--- config.mk ---
export PLATFORM = sky130hd
export DESIGN_NAME = stream_rr_arbiter_flat
export DESIGN_NICKNAME = d
export VERILOG_FILES = /design/src/rtl/stream_rr_arbiter_if.sv /design/src/rtl/stream_rr_arbiter.sv /design/src/flat_wrapper.sv
export SDC_FILE = /design/constraint.sdc
export NUM_CORES = 1
export LEC_CHECK = 0
export BUFFER_PORTS_ARGS = -buffer_cell sky130_fd_sc_hd__buf_2
export CAP_MARGIN = 25
export CORE_UTILIZATION = 41
export DETAILED_ROUTE_END_ITERATION = 10
export PLACE_DENSITY = 0.75
export REMOVE_ABC_BUFFERS = 1
export SETUP_SLACK_MARGIN = 0.2
export SYNTH_ARGS = -nofsm -noshare
export SYNTH_HDL_FRONTEND = slang
export SYNTH_SLANG_ARGS = --single-unit
--- constraint.sdc ---
create_clock -name clk -period 2 [get_ports clk]
set_input_delay 0.4 -clock clk [delete_from_list [all_inputs] [get_ports clk]]
set_output_delay 0.4 -clock clk [all_outputs]
set_load 0.05 [all_outputs]
--- src/rtl/stream_rr_arbiter_if.sv ---
// ============================================================================
// Module   : stream_rr_arbiter_if
// Brief    : Handshake bundle between NUM_PORTS requesters, the arbiter and
//            the single downstream consumer.
// Revision : 1.0 - initial release
// ============================================================================
`default_nettype none

interface stream_rr_arbiter_if #(
  parameter int NUM_PORTS  = 4,
  parameter int DATA_WIDTH = 8
);
  localparam int SRC_BITS = (NUM_PORTS > 1) ? $clog2(NUM_PORTS) : 1;

  logic [NUM_PORTS-1:0]            in_valid;
  logic [NUM_PORTS-1:0]            in_ready;
  logic [NUM_PORTS*DATA_WIDTH-1:0] in_data;
  logic [NUM_PORTS-1:0]            in_last;
  logic                            o_valid;
  logic                            o_ready;
  logic [DATA_WIDTH-1:0]           o_data;
  logic                            o_last;
  logic [SRC_BITS-1:0]             o_src;
  logic                            busy;

  // Arbiter side
  modport slave (
    input  in_valid, in_data, in_last, o_ready,
    output in_ready, o_valid, o_data, o_last, o_src, busy
  );

  // Requesters plus downstream consumer side
  modport master (
    output in_valid, in_data, in_last, o_ready,
    input  in_ready, o_valid, o_data, o_last, o_src, busy
  );
endinterface

`default_nettype wire

--- src/rtl/stream_rr_arbiter.sv ---
// ============================================================================
// Module   : stream_rr_arbiter
// Brief    : Round-robin, packet-locked arbiter merging NUM_PORTS valid/ready
//            streams into one registered, source-tagged output stream.
// Revision : 1.0 - initial release
// ============================================================================
`default_nettype none

module stream_rr_arbiter #(
  parameter int NUM_PORTS  = 4,
  parameter int DATA_WIDTH = 8
) (
  input  wire logic             clk,
  input  wire logic             reset_n,
  stream_rr_arbiter_if.slave    bus
);

  localparam int SRC_BITS = (NUM_PORTS > 1) ? $clog2(NUM_PORTS) : 1;

  typedef enum logic [0:0] {
    IDLE   = 1'b0,
    LOCKED = 1'b1
  } state_t;

  state_t                state_q,   state_d;
  logic [SRC_BITS-1:0]   ptr_q,     ptr_d;
  logic [SRC_BITS-1:0]   g_q,       g_d;
  logic [NUM_PORTS-1:0]  gnt_q,     gnt_d;
  logic                  o_valid_q, o_valid_d;
  logic [DATA_WIDTH-1:0] o_data_q,  o_data_d;
  logic                  o_last_q,  o_last_d;
  logic [SRC_BITS-1:0]   o_src_q,   o_src_d;
  logic                  busy_q,    busy_d;

  logic                  out_free;
  logic                  accept;
  logic                  win_found;
  logic [SRC_BITS-1:0]   win_idx;
  logic [DATA_WIDTH-1:0] sel_data;
  logic                  sel_last;

  // gnt_q is a registered one-hot of g (all zero in IDLE), so in_ready is a
  // single AND level away from the output register state.
  assign out_free     = !o_valid_q || bus.o_ready;
  assign bus.in_ready = gnt_q & {NUM_PORTS{out_free}};
  assign accept       = |(bus.in_valid & bus.in_ready);

  assign bus.o_valid  = o_valid_q;
  assign bus.o_data   = o_data_q;
  assign bus.o_last   = o_last_q;
  assign bus.o_src    = o_src_q;
  assign bus.busy     = busy_q;

  always_comb begin
    sel_data = '0;
    sel_last = 1'b0;
    for (int k = 0; k < NUM_PORTS; k++) begin
      if (g_q == SRC_BITS'(k)) begin
        sel_data = bus.in_data[k*DATA_WIDTH +: DATA_WIDTH];
        sel_last = bus.in_last[k];
      end
    end
  end

  // First valid requester scanning upward from ptr, wrapping at NUM_PORTS.
  always_comb begin
    win_found = 1'b0;
    win_idx   = '0;
    for (int i = 0; i < NUM_PORTS; i++) begin
      int idx;
      idx = int'(ptr_q) + i;
      if (idx >= NUM_PORTS) begin
        idx = idx - NUM_PORTS;
      end
      for (int k = 0; k < NUM_PORTS; k++) begin
        if (!win_found && (k == idx) && bus.in_valid[k]) begin
          win_found = 1'b1;
          win_idx   = SRC_BITS'(k);
        end
      end
    end
  end

  always_comb begin
    state_d   = state_q;
    ptr_d     = ptr_q;
    g_d       = g_q;
    gnt_d     = gnt_q;
    o_valid_d = o_valid_q;
    o_data_d  = o_data_q;
    o_last_d  = o_last_q;
    o_src_d   = o_src_q;

    if (o_valid_q && bus.o_ready) begin
      o_valid_d = 1'b0;
    end

    case (state_q)
      IDLE: begin
        if (win_found) begin
          state_d = LOCKED;
          g_d     = win_idx;
          for (int k = 0; k < NUM_PORTS; k++) begin
            gnt_d[k] = (win_idx == SRC_BITS'(k));
          end
        end
      end
      LOCKED: begin
        if (accept) begin
          o_valid_d = 1'b1;
          o_data_d  = sel_data;
          o_last_d  = sel_last;
          o_src_d   = g_q;
          if (sel_last) begin
            state_d = IDLE;
            gnt_d   = '0;
            ptr_d   = (g_q == SRC_BITS'(NUM_PORTS - 1)) ? '0 : g_q + SRC_BITS'(1);
          end
        end
      end
      default: begin
        state_d = IDLE;
        gnt_d   = '0;
      end
    endcase

    busy_d = (state_d == LOCKED);
  end

  always_ff @(posedge clk or negedge reset_n) begin
    if (!reset_n) begin
      state_q   <= IDLE;
      ptr_q     <= '0;
      g_q       <= '0;
      gnt_q     <= '0;
      o_valid_q <= 1'b0;
      o_data_q  <= '0;
      o_last_q  <= 1'b0;
      o_src_q   <= '0;
      busy_q    <= 1'b0;
    end else begin
      state_q   <= state_d;
      ptr_q     <= ptr_d;
      g_q       <= g_d;
      gnt_q     <= gnt_d;
      o_valid_q <= o_valid_d;
      o_data_q  <= o_data_d;
      o_last_q  <= o_last_d;
      o_src_q   <= o_src_d;
      busy_q    <= busy_d;
    end
  end

endmodule

`default_nettype wire

--- src/flat_wrapper.sv ---
// flat-port wrapper written by rule: the top's interface ports become plain ports
module stream_rr_arbiter_flat 
#(
  parameter int NUM_PORTS  = 4,
  parameter int DATA_WIDTH = 8
)
  (clk, reset_n, bus_in_valid, bus_in_data, bus_in_last, bus_o_ready, bus_in_ready, bus_o_valid, bus_o_data, bus_o_last, bus_o_src, bus_busy);
  stream_rr_arbiter_if #(.NUM_PORTS(NUM_PORTS), .DATA_WIDTH(DATA_WIDTH)) bus_i ();
  input  wire logic clk;
  input  wire logic reset_n;
  input wire logic [$bits(bus_i.in_valid)-1:0] bus_in_valid;
  input wire logic [$bits(bus_i.in_data)-1:0] bus_in_data;
  input wire logic [$bits(bus_i.in_last)-1:0] bus_in_last;
  input wire logic [$bits(bus_i.o_ready)-1:0] bus_o_ready;
  output wire logic [$bits(bus_i.in_ready)-1:0] bus_in_ready;
  output wire logic [$bits(bus_i.o_valid)-1:0] bus_o_valid;
  output wire logic [$bits(bus_i.o_data)-1:0] bus_o_data;
  output wire logic [$bits(bus_i.o_last)-1:0] bus_o_last;
  output wire logic [$bits(bus_i.o_src)-1:0] bus_o_src;
  output wire logic [$bits(bus_i.busy)-1:0] bus_busy;
  assign bus_i.in_valid = bus_in_valid;
  assign bus_i.in_data = bus_in_data;
  assign bus_i.in_last = bus_in_last;
  assign bus_i.o_ready = bus_o_ready;
  assign bus_in_ready = bus_i.in_ready;
  assign bus_o_valid = bus_i.o_valid;
  assign bus_o_data = bus_i.o_data;
  assign bus_o_last = bus_i.o_last;
  assign bus_o_src = bus_i.o_src;
  assign bus_busy = bus_i.busy;
  stream_rr_arbiter #(.NUM_PORTS(NUM_PORTS), .DATA_WIDTH(DATA_WIDTH)) u_core (.clk(clk), .reset_n(reset_n), .bus(bus_i));
endmodule
# == Word level (Yosys, flattened, before mapping) ==
# Index checks and enable logic that the tools add are counted.
# op_classes
add_sub_neg,8
n_lt_le_gt_ge,4
n_eq_ne,21
mux,55
bitwise_logic,3
n_reduce_logical,60
# ops
op,n
3-bit by 32-bit equality test with 1-bit output (first input constant),8
2-bit by 32-bit equality test with 1-bit output (first input constant),4
32-bit logical NOT,4
32-bit 2-to-1 mux,4
32-bit by 4-bit >= comparator with 1-bit output (second input constant),3
32-bit by 4-bit subtractor with 32-bit output (second input constant),3
1-bit logical AND,32
8-bit 2-to-1 mux,4
2-bit 2-to-1 mux,15
1-bit 2-to-1 mux,27
1-bit logical NOT,16
4-bit 2-to-1 mux,3
4-bit AND,2
2-bit equality test (second input constant),4
4-bit one-hot mux with 2 select lines,1
2-bit by 2-bit adder with 3-bit output (second input constant),2
3-bit AND reduction,2
2-bit by 1-bit equality test with 1-bit output (second input constant),2
2-bit logical NOT,2
2-bit inequality test (second input constant),2
2-bit AND reduction,2
4-bit OR reduction,1
2-bit by 3-bit subtractor with 4-bit output (second input constant),1
2-bit by 1-bit adder with 3-bit output (second input constant),1
6 further kinds,6
# totals
regBits,21
input_bits,43
output_inout_bits,17
word_cells,159

# == Longest topological paths before layout ==
# Gate-level depths: netlist of the first run.
# logic_depth
word_depth,68
depth_mapped,7
depth_no_buf,6

# == Worst setup path before layout of the first run ==
# OpenSTA, ideal clock, no wires.
# synth_path
path_type,reg2reg
startpoint,register u_core.g_q[1]
endpoint,register u_core.ptr_q[1]
setup_time_ns,0.125
t_arrival_ns,1.746
required_ns,1.875
path_slack_ns,0.128
path_stages_with_launch,8
n_path_buf,1
period_less_slack_ns,1.872
path_cell_list,dfrtp_1 > inv_1 > ha_1 > buf_6 > nand3b_4 > a221o_1 > a21oi_4 > mux2_4
# synth_via
elab_chain_len,6
elab_cells_between_ends,11
cone_classes,1 x add/sub; 3 x eq/ne; 5 x mux; 2 x reduce/logical
# synth_lines
element,line_no,text
start: declaration,stream_rr_arbiter.sv:27,"logic [SRC_BITS-1:0] g_q, g_d;"
start signal: assignment,stream_rr_arbiter.sv:144,g_q <= g_d;
2-bit logical NOT,stream_rr_arbiter.sv:58,if (g_q == SRC_BITS'(k)) begin
1-bit 2-to-1 mux (4 in series),stream_rr_arbiter.sv:58,
3-bit AND reduction (no source line),--,
end signal: assignment,stream_rr_arbiter.sv:143,ptr_q <= ptr_d;
end: declaration,stream_rr_arbiter.sv:26,"logic [SRC_BITS-1:0] ptr_q, ptr_d;"
# Several ways; a longest one is shown, not always the timed one.
# A chain may end at the register's enable or synchronous reset.

# == Worst setup path in the final report of the first run ==
# Same ends and word-level chain as after synthesis.

==> results.yml, run 1 <==
synth:
  synth_top_area_cell: "dfrtp_1"
  avgSynthCellArea_um2: 9.253
  ys_seq_elements: 21
  yosysTopAreaCellShare: 0.4086
  ys_seq_area_frac: 0.4086
  yosysWarnings: 0
  synth_area_um2: 1286
  synth.most_common_cell: "dfrtp_1"
  synth_top_family_by_area: "compound AO/OA/AOI/OAI gates"
  synth_ff_type: "dfrtp_1"
  synth_xor_area_frac: 0
  synthCells: 139
  ys_types: 32
  synth_edf_count: 0
  netlist_top_cells_area: "dfrtp_1 (41%), a211o_1 (6.1%), nand2_1 (5.8%)"
  synth-async-reset-ratio: 1.000
  muxShareOfSynthArea: 0.01167
  yosys.area_share.simple: 0.1663
  synth_common_cells: "dfrtp_1 (21), nand2_1 (20), inv_1 (13)"
  synthAdderAreaFrac: 0.03891
  synth-compound-area-share: 0.2986
worst_setup_path:
  rr_worst_depth: 6
  cp.depth: 6
  r2r_slack_ns: 0.19
  worstSetupStartpoint: "u_core.g_q[1]"
  arrival_ns: 2.01
  max_stage_delay_ns: 0.43
  start_kind: "flop"
  crit_fanout: 7
  cp-endpoint: "u_core.ptr_q[1]"
  worstSetupEndpointType: "flop"
  worst-path-buf-inv: 1
  worst_ep_required_time_ns: 2.20
  worstPathCellList: "inv_2 -> ha_4 -> nand3b_4 -> a221o_1 -> a21oi_4 -> mux2_4"
  r2r-start: "u_core.g_q[1]"
  critical_path_class: "flop to flop"
  path_delay_family: "compound AO/OA/AOI/OAI gates"
  crit_slowest_cell: "dfrtp_1"
  r2r-end: "u_core.ptr_q[1]"
cts:
  holdBufCountCts: 0
  cts-root-buf: "clkbuf_4"
  cts_tree: "built"
  clock_path_buffers: 2
  cts.sinks: 21
  clock_latency_ns: 0.30
  clk_pin_slew_worst_paths_ns: 0.12
  cts_buffers: 3
  cts_max_level: 1
drt:
  drt-vias-per-instance: 5.513
  vias: 1290
  antenna_left: 0
  wire_per_inst_um: 13.84
  drc: 1
  totalWireLength_um: 3239
  firstDrtPassIters: 7
  dr.first_iter.drc_count: 49
power_and_ir_drop:
  powerDensity_nw_per_um2: 1686
  power.leakage_nw: 0.8691
  ir_drop_uv: 900.2
  power_mw: 2.862
sta:
  finClkSkew_ns: 0.007697
  hold_viol: 0
  fmax_mhz: 553.1
  fin_ws_ns: 0.1919
  worst_pin_slew_ns: 0.4913
  setup_viol: 0
  maxSlewViolCount: 0
  hold_ws_ns: 0.03147
  fin_crit_sh: 0.9041
  maxSlewHeadroom: 0.6725
  period_minus_slack_ns: 1.808
  rsz0062_at_grt: "yes"
  finalSetupTns_ns: 0
global_route:
  grt_pass1_wl_um: 5326
  antenna_found_initial: 0
  overflow: 0
  track_usage: 0.2020
  grt_pass1_vias: 1292
  grt_max_degree: 22
cells_and_area:
  stdcell_area_um2: 1698
  nFillCells: 245
  nets: 251
  syn_to_final_growth_pct: 32.00
  n_antenna_cell: 0
  drive_above_1_share: 0.4236
floorplan:
  fp.dieW_um: 58.01
  die_height_um: 58.01
  io_pins: 60
  start_util: 0.4509
  core_region_area_um2: 2853
  rows: 19
  dieArea_um2: 3365
outcome:
  violations: "design-rule violations"
  status: "finished with violations"
placed_design:
  gp_congestion: 0.8400
  hpwl_um: 2478
  place_ws_ns: 0.09109
  placed_area_um2: 1609
  port-buffer-count: 59
worst_hold_path:
  hold_class: "primary input to asynchronous set/reset pin"
flow_run:
  maxCapViolations: 0
==> per-layer routing <==
metal | vias to the layer above | wire, um | GRT usage
met1 | 609 | 1391 | 0.2312
li1 | 635 | - | -
met5 | - | 0 | 0
met3 | 2 | 146 | 0.03795
met4 | 0 | 30 | 0.06122
met2 | 44 | 1671 | 0.3777
==> power breakdown <==
group          switching [mW]  internal, mW  total (mW)
clock network           0.124        0.0745       0.198
logic                    1.19         0.700        1.89
registers               0.153         0.617       0.770
==> sequential cells by signal, indices dropped and copies added, names as in the netlist <==
| signal | cells |
|---|---|
| u_core.bus.o_last | 1 |
| u_core.g_q | 2 |
| u_core.bus.o_src | 2 |
| u_core.state_q | 1 |
| u_core.ptr_q | 2 |
| u_core.bus.o_data | 8 |
| u_core.gnt_q | 4 |
| u_core.bus.o_valid | 1 |
==> logic make-up (layout without fill, tap and decap cells) <==
kind of cell | Yosys count | in the layout
AO/OA/AOI/OAI | 48 | 48
adder cells (fa/ha/maj) | 4 | 4
buffers and inverters | 21 | 85
flip-flops | 21 | 21
multiplexers | 1 | 1
AND/OR/NAND/NOR | 44 | 44
==> cell type report <==
| class | count | area, um^2 | share of cell area |
|---|---|---|---|
| multi-input combinational | 97 | 693.2 | 0.4083 |
| inverter | 13 | 48.80 | 0.02874 |
| sequential | 21 | 526.8 | 0.3102 |
| timing repair buffer | 68 | 362.8 | 0.2137 |
| tap | 31 | 38.79 | 0.02284 |
| clock buffer | 3 | 22.52 | 0.01326 |
| clock inverter | 1 | 5.005 | 0.002948 |
==> how the worst min path moves through the flow <==
stage / endpoint / cells past startpoint / slack [ns]
after floorplan: u_core.bus.o_data[0] / 0 / 0.10
after global placement: u_core.bus.o_data[0] / 1 / 0.38
after detailed placement: u_core.bus.o_data[0] / 1 / 0.38
after CTS: u_core.bus.o_data[0] / 1 / 0.04
after global routing: u_core.g_q[1] / 1 / 0.05
final: u_core.bus.o_data[0] / 1 / 0.03
==> cells in the final DEF, fill, tap and decap left out, types with 3 or more instances in the layout <==
cell,count
o32ai_1,5
and2_1,4
buf_4,9
o21ai_0,5
a221oi_1,8
a21oi_1,5
dfrtp_1,20
buf_2,59
nor2_1,10
a211o_1,9
inv_1,11
nand2_1,20
clkbuf_4,3
a31oi_1,8
==> stage by stage <==
stage               instances    util
detailed placement        226  0.5640
CTS                       231  0.5829
finish                    234  0.5952
global route              234  0.5952
global placement          226  0.5640
floorplan                 131       -
==> worst register-to-register path, stage by stage (launching register included) <==
cell      delay, ns
dfrtp_1        0.43
inv_2          0.10
ha_4           0.19
nand3b_4       0.15
a221o_1        0.38
a21oi_4        0.16
mux2_4         0.31
==> what timing repair did <==
item                       in CTS  in global routing
buffers inserted                1                  3
setup endpoints to repair       9                  5
resized for setup               7                  2
pin swaps                       0                  1
No activity file was read; power rests on OpenSTA's default activity.
==> inputs of run 2 (changes only) <==
CELL_PAD_IN_SITES_DETAIL_PLACEMENT = 0   (was not set)
CELL_PAD_IN_SITES_GLOBAL_PLACEMENT = 1   (was not set)
CORE_UTILIZATION = 30   (was 41)
PLACE_DENSITY = not set   (was 0.75)
PLACE_DENSITY_LB_ADDON = 0.1   (was not set)
==> run 2 against run 1 <==
The flow now finishes without violations. Routed wire length increased by 3.6%. Clock power up 38%. Sequential power is 2% lower. Cell area is 0.22% lower. Flip-flop and latch count unchanged. Final cell count up 6.8%. Non-clock buffer count shrank 3. Global-route usage decreased by 4.2 points. Die area increased by 35%. Sequential share of layout area grew 0.069 points. Critical endpoint unchanged. Largest power group unchanged. Highest routed layer unchanged.
==> results.yml, run 2 (synthesis results as in run 1) <==
placed_design:
  gp_congestion: 0.8230
  placed_area_um2: 1633
  placed_cells: 245
  hpwl_um: 2635
  port-buffer-count: 59
cells_and_area:
  stdcell_area_um2: 1694
  syn_to_final_growth_pct: 31.71
  largest_reg_flops: 8
  final_common_cell: "buf_2"
  n_antenna_cell: 0
  nets: 248
  final_cell_mix: "buf_2 (59), nand2_1 (20), dfrtp_1 (20), inv_1 (12), nor2_1 (10)"
  drive_above_1_share: 0.4000
  stdcell_count: 250
sta:
  rsz0062_at_grt: "no"
  hold_ws_ns: 0.09748
  hold_viol: 0
  fin_crit_sh: 0.8711
  period_minus_slack_ns: 1.742
  fmax_mhz: 574.0
  worst_pin_slew_ns: 0.4925
  finClkSkew_ns: 0.004013
  finalSetupTns_ns: 0
  maxSlewHeadroom: 0.6716
  setup_viol: 0
  maxSlewViolCount: 0
worst_setup_path:
  arrival_ns: 1.89
  worstPathCellList: "inv_1 -> ha_2 -> a21oi_1 -> a221o_1 -> a21oi_4 -> mux2_4"
  r2r-end: "u_core.ptr_q[1]"
  worst-path-buf-inv: 1
  worst_ep_required_time_ns: 2.15
  crit_slowest_cell: "dfrtp_1"
  rr_worst_depth: 6
  crit_fanout: 4
  r2r-start: "u_core.g_q[1]"
  start_kind: "flop"
  path_delay_family: "compound AO/OA/AOI/OAI gates"
  critical_path_class: "flop to flop"
  worstSetupEndpointType: "flop"
  max_stage_delay_ns: 0.39
  r2r_slack_ns: 0.26
power_and_ir_drop:
  p_switching_mw: 1.437
  pwr-share-clk: 0.096
  power_mw: 2.837
  ir_drop_uv: 524.1
  power.leakage_nw: 0.8555
  sw_frac_of_total: 0.5065
  comb_power_share: 0.638
  powerDensity_nw_per_um2: 1675
  power_frac_seq: 0.266
  p_int_mw: 1.400
drt:
  antenna_left: 0
  dr.first_iter.drc_count: 39
  wire_per_inst_um: 13.42
  vias: 1237
  totalWireLength_um: 3355
  firstDrtPassIters: 4
  drt-vias-per-instance: 4.948
  drc: 0
cts:
  cts_buffers: 3
  cts-root-buf: "clkbuf_8"
  clock_path_buffers: 2
  clock_latency_ns: 0.25
  cts_tree: "built"
  cts.sinks: 21
  clk_pin_slew_worst_paths_ns: 0.08
  cts_max_level: 1
outcome:
  status: "finished, final reports clean"
global_route:
  antenna_found_initial: 0
  grt_pass1_wl_um: 5506
  grt_pass1_vias: 1194
  overflow: 0
  track_usage: 0.1603
  grt_max_degree: 22
worst_hold_path:
  hold_class: "primary input to asynchronous set/reset pin"
floorplan:
  dieArea_um2: 4554
  io_pins: 60
  core_region_area_um2: 4058
  die_height_um: 67.48
  rows: 23
  fp.dieW_um: 67.48
  start_util: 0.3170
flow_run:
  maxCapViolations: 0
run 2: final cells by class:
| cell class | count | area (um^2) |
|---|---|---|
| fill | 426 | 2364 |
| tap | 50 | 62.56 |
| sequential | 21 | 526.8 |
| clock buffer | 4 | 45.04 |
| inverter | 13 | 48.80 |
| multi-input combinational | 97 | 670.6 |
| timing repair buffer | 65 | 340.3 |
run 2: worst max-delay path by stage:
stage,from,to,slack [ns],depth (start not counted)
floorplan,u_core.g_q[0],u_core.ptr_q[1],-0.01,6
global placement,u_core.g_q[1],u_core.ptr_q[1],0.27,6
detailed placement,u_core.g_q[1],u_core.ptr_q[1],0.21,6
CTS,u_core.g_q[0],u_core.ptr_q[1],0.23,6
global route,u_core.g_q[1],u_core.ptr_q[1],0.21,5
finish,u_core.g_q[1],u_core.ptr_q[1],0.26,6
run 2: timing repair:
| item | CTS | global route |
|---|---|---|
| buffers inserted | 1 | 0 |
| hold buffers | 0 | 0 |
| gates resized for setup | 0 | 5 |
| setup endpoints to repair | 1 | 9 |
run 2: worst register-to-register path, stage by stage (launching register included):
cell	delay [ns]
dfrtp_1	0.39
inv_1	0.11
ha_2	0.22
a21oi_1	0.08
a221o_1	0.37
a21oi_4	0.16
mux2_4	0.30
run 2: through the flow:
step,setup WS (ns),utilization
finish,0.2577,0.4175
floorplan,-0.009597,-
global placement,0.2689,0.4024
global route,0.2052,0.4175
CTS,0.2294,0.4154
detailed placement,0.2087,0.4024
run 2: power by group through the flow:
stage | logic (mW) | clock network, mW | registers [mW]
after floorplan | 0.916 | 0 | 1.17
after global placement | 1.79 | 0 | 0.751
after detailed placement | 1.80 | 0 | 0.761
after CTS | 1.82 | 0.287 | 0.751
after global routing | 1.96 | 0.309 | 0.783
final | 1.81 | 0.273 | 0.753
run 2: metal layers:
metal	vias to the layer above	routed length (um)	global-route usage
met3	2	145	0.01520
met1	573	1484	0.2015
met4	0	21	0.03989
met5	-	0	0
li1	627	-	-
met2	35	1703	0.2896
==> inputs of run 3 (changes only) <==
CORE_ASPECT_RATIO = 0.5   (was not set)
==> run 3 against run 2 <==
Combinational power increased by 7%. Largest power group unchanged. Clock power grew 9.9%. Non-clock buffer count grew 1. Sequential share of layout area shrank 1.2 points. Maximum frequency is 0.96% lower. Utilization rose by 2.1 points. Critical path type unchanged.
==> results.yml, run 3 (synthesis results as in run 1) <==
cts:
  clk_pin_slew_worst_paths_ns: 0.09
  clock_path_buffers: 2
  cts.sinks: 21
  clock_latency_ns: 0.27
  cts_tree: "built"
  cts-root-buf: "clkbuf_8"
  cts_buffers: 3
  cts_max_level: 1
cells_and_area:
  nets: 249
  stdcell_area_um2: 1757
  final_common_cell: "buf_2"
  final_cell_mix: "buf_2 (59), dfrtp_1 (21), nand2_1 (20), inv_1 (11), nor2_1 (10)"
  nFillCells: 429
  syn_to_final_growth_pct: 36.58
  multiInputGateArea_um2: 716.9
  largest_reg_flops: 8
  regArea_um2: 525.5
  n_antenna_cell: 0
  drive_above_1_share: 0.4279
placed_design:
  port-buffer-count: 59
  hpwl_um: 2594
  gp_congestion: 0.7542
  place_ws_ns: 0.1486
  placed_area_um2: 1638
global_route:
  track_usage: 0.1630
  grt_pass1_vias: 1201
  grt_pass1_wl_um: 5699
  grt_max_degree: 22
  antenna_found_initial: 0
  overflow: 0
sta:
  worst_pin_slew_ns: 0.5146
  period_minus_slack_ns: 1.759
  fmax_mhz: 568.4
  rsz0062_at_grt: "yes"
  fin_ws_ns: 0.2408
  maxSlewHeadroom: 0.6569
  maxSlewViolCount: 0
  setup_viol: 0
  hold_viol: 0
  hold_ws_ns: 0.08202
  fin_crit_sh: 0.8796
  finClkSkew_ns: 0.006728
power_and_ir_drop:
  power.leakage_nw: 0.8768
  ir_drop_uv: 621.1
  power_mw: 2.993
  powerDensity_nw_per_um2: 1704
worst_setup_path:
  start_kind: "flop"
  crit_slowest_cell: "dfrtp_1"
  max_stage_delay_ns: 0.44
  worstSetupEndpointType: "flop"
  crit_fanout: 3
  worstPathCellList: "inv_2 -> ha_4 -> nand3b_4 -> a221o_1 -> a21oi_4 -> mux2_4"
  critical_path_class: "flop to flop"
  arrival_ns: 1.92
  worst_ep_required_time_ns: 2.16
  worst-path-buf-inv: 1
  path_delay_family: "compound AO/OA/AOI/OAI gates"
floorplan:
  core_region_area_um2: 4004
  die_height_um: 48.30
  start_util: 0.3213
  io_pins: 60
  rows: 16
  fp.dieW_um: 94.60
  dieArea_um2: 4569
drt:
  vias: 1258
  firstDrtPassIters: 4
  dr.first_iter.drc_count: 36
  drt-vias-per-instance: 4.933
  antenna_left: 0
  wire_per_inst_um: 14.26
  totalWireLength_um: 3636
  drc: 0
outcome:
  status: "finished, final reports clean"
flow_run:
  maxCapViolations: 0
worst_hold_path:
  hold_class: "primary input to asynchronous set/reset pin"
## run 3: worst paths after layout
kind / startpoint / to / slack [ns] / cells past startpoint
min: reset_n / u_core.bus.o_data[7] / 0.08 / 1
max: u_core.g_q[0] / u_core.ptr_q[1] / 0.24 / 6
min in group clk: bus_in_data[24] / u_core.bus.o_data[0] / 0.38 / 3
min reg2reg: u_core.bus.o_last / u_core.bus.o_last / 0.48 / 1
max in group asynchronous: reset_n / u_core.bus.o_valid / 1.57 / 1
max reg2reg: u_core.g_q[0] / u_core.ptr_q[1] / 0.24 / 6
## run 3: cell type report
type	instances	share of cell area
Clock buffer	3	0.02350
Clock inverter	1	0.002849
Inverter	13	0.02778
Multi-Input combinational cell	97	0.4081
Sequential cell	21	0.2991
Tap cell	54	0.03846
Timing Repair Buffer	66	0.2001
## run 3: timing repair
action,CTS,global route
hold buffers,0,0
buffers inserted,1,1
pin swaps,0,1
setup endpoints to repair,9,16
resized for setup,1,12
## run 3: per-layer routing
layer  share of wire  routed length (um)  track usage  up-vias
met5               0                   0            0        -
met4           0.011                  40      0.04545        0
met3           0.070                 255      0.04403        4
met2            0.45                1652       0.2590       47
met1            0.46                1689       0.2179      577
li1                -                   -            -      630
## run 3: where the power goes
part / switching [mW] / internal, mW
logic: 1.23 / 0.711
clock network: 0.161 / 0.140
registers: 0.135 / 0.616
total: 1.53 / 1.47
## run 3: through the flow
stage            util  instances  setup TNS [ns]
3_3_place_gp   0.4091        249               0
2_1_floorplan       -        131       -0.009597
3_5_place_dp   0.4091        249               0
6_report       0.4388        255               0
5_1_grt        0.4388        255               0
4_1_cts        0.4228        254               0
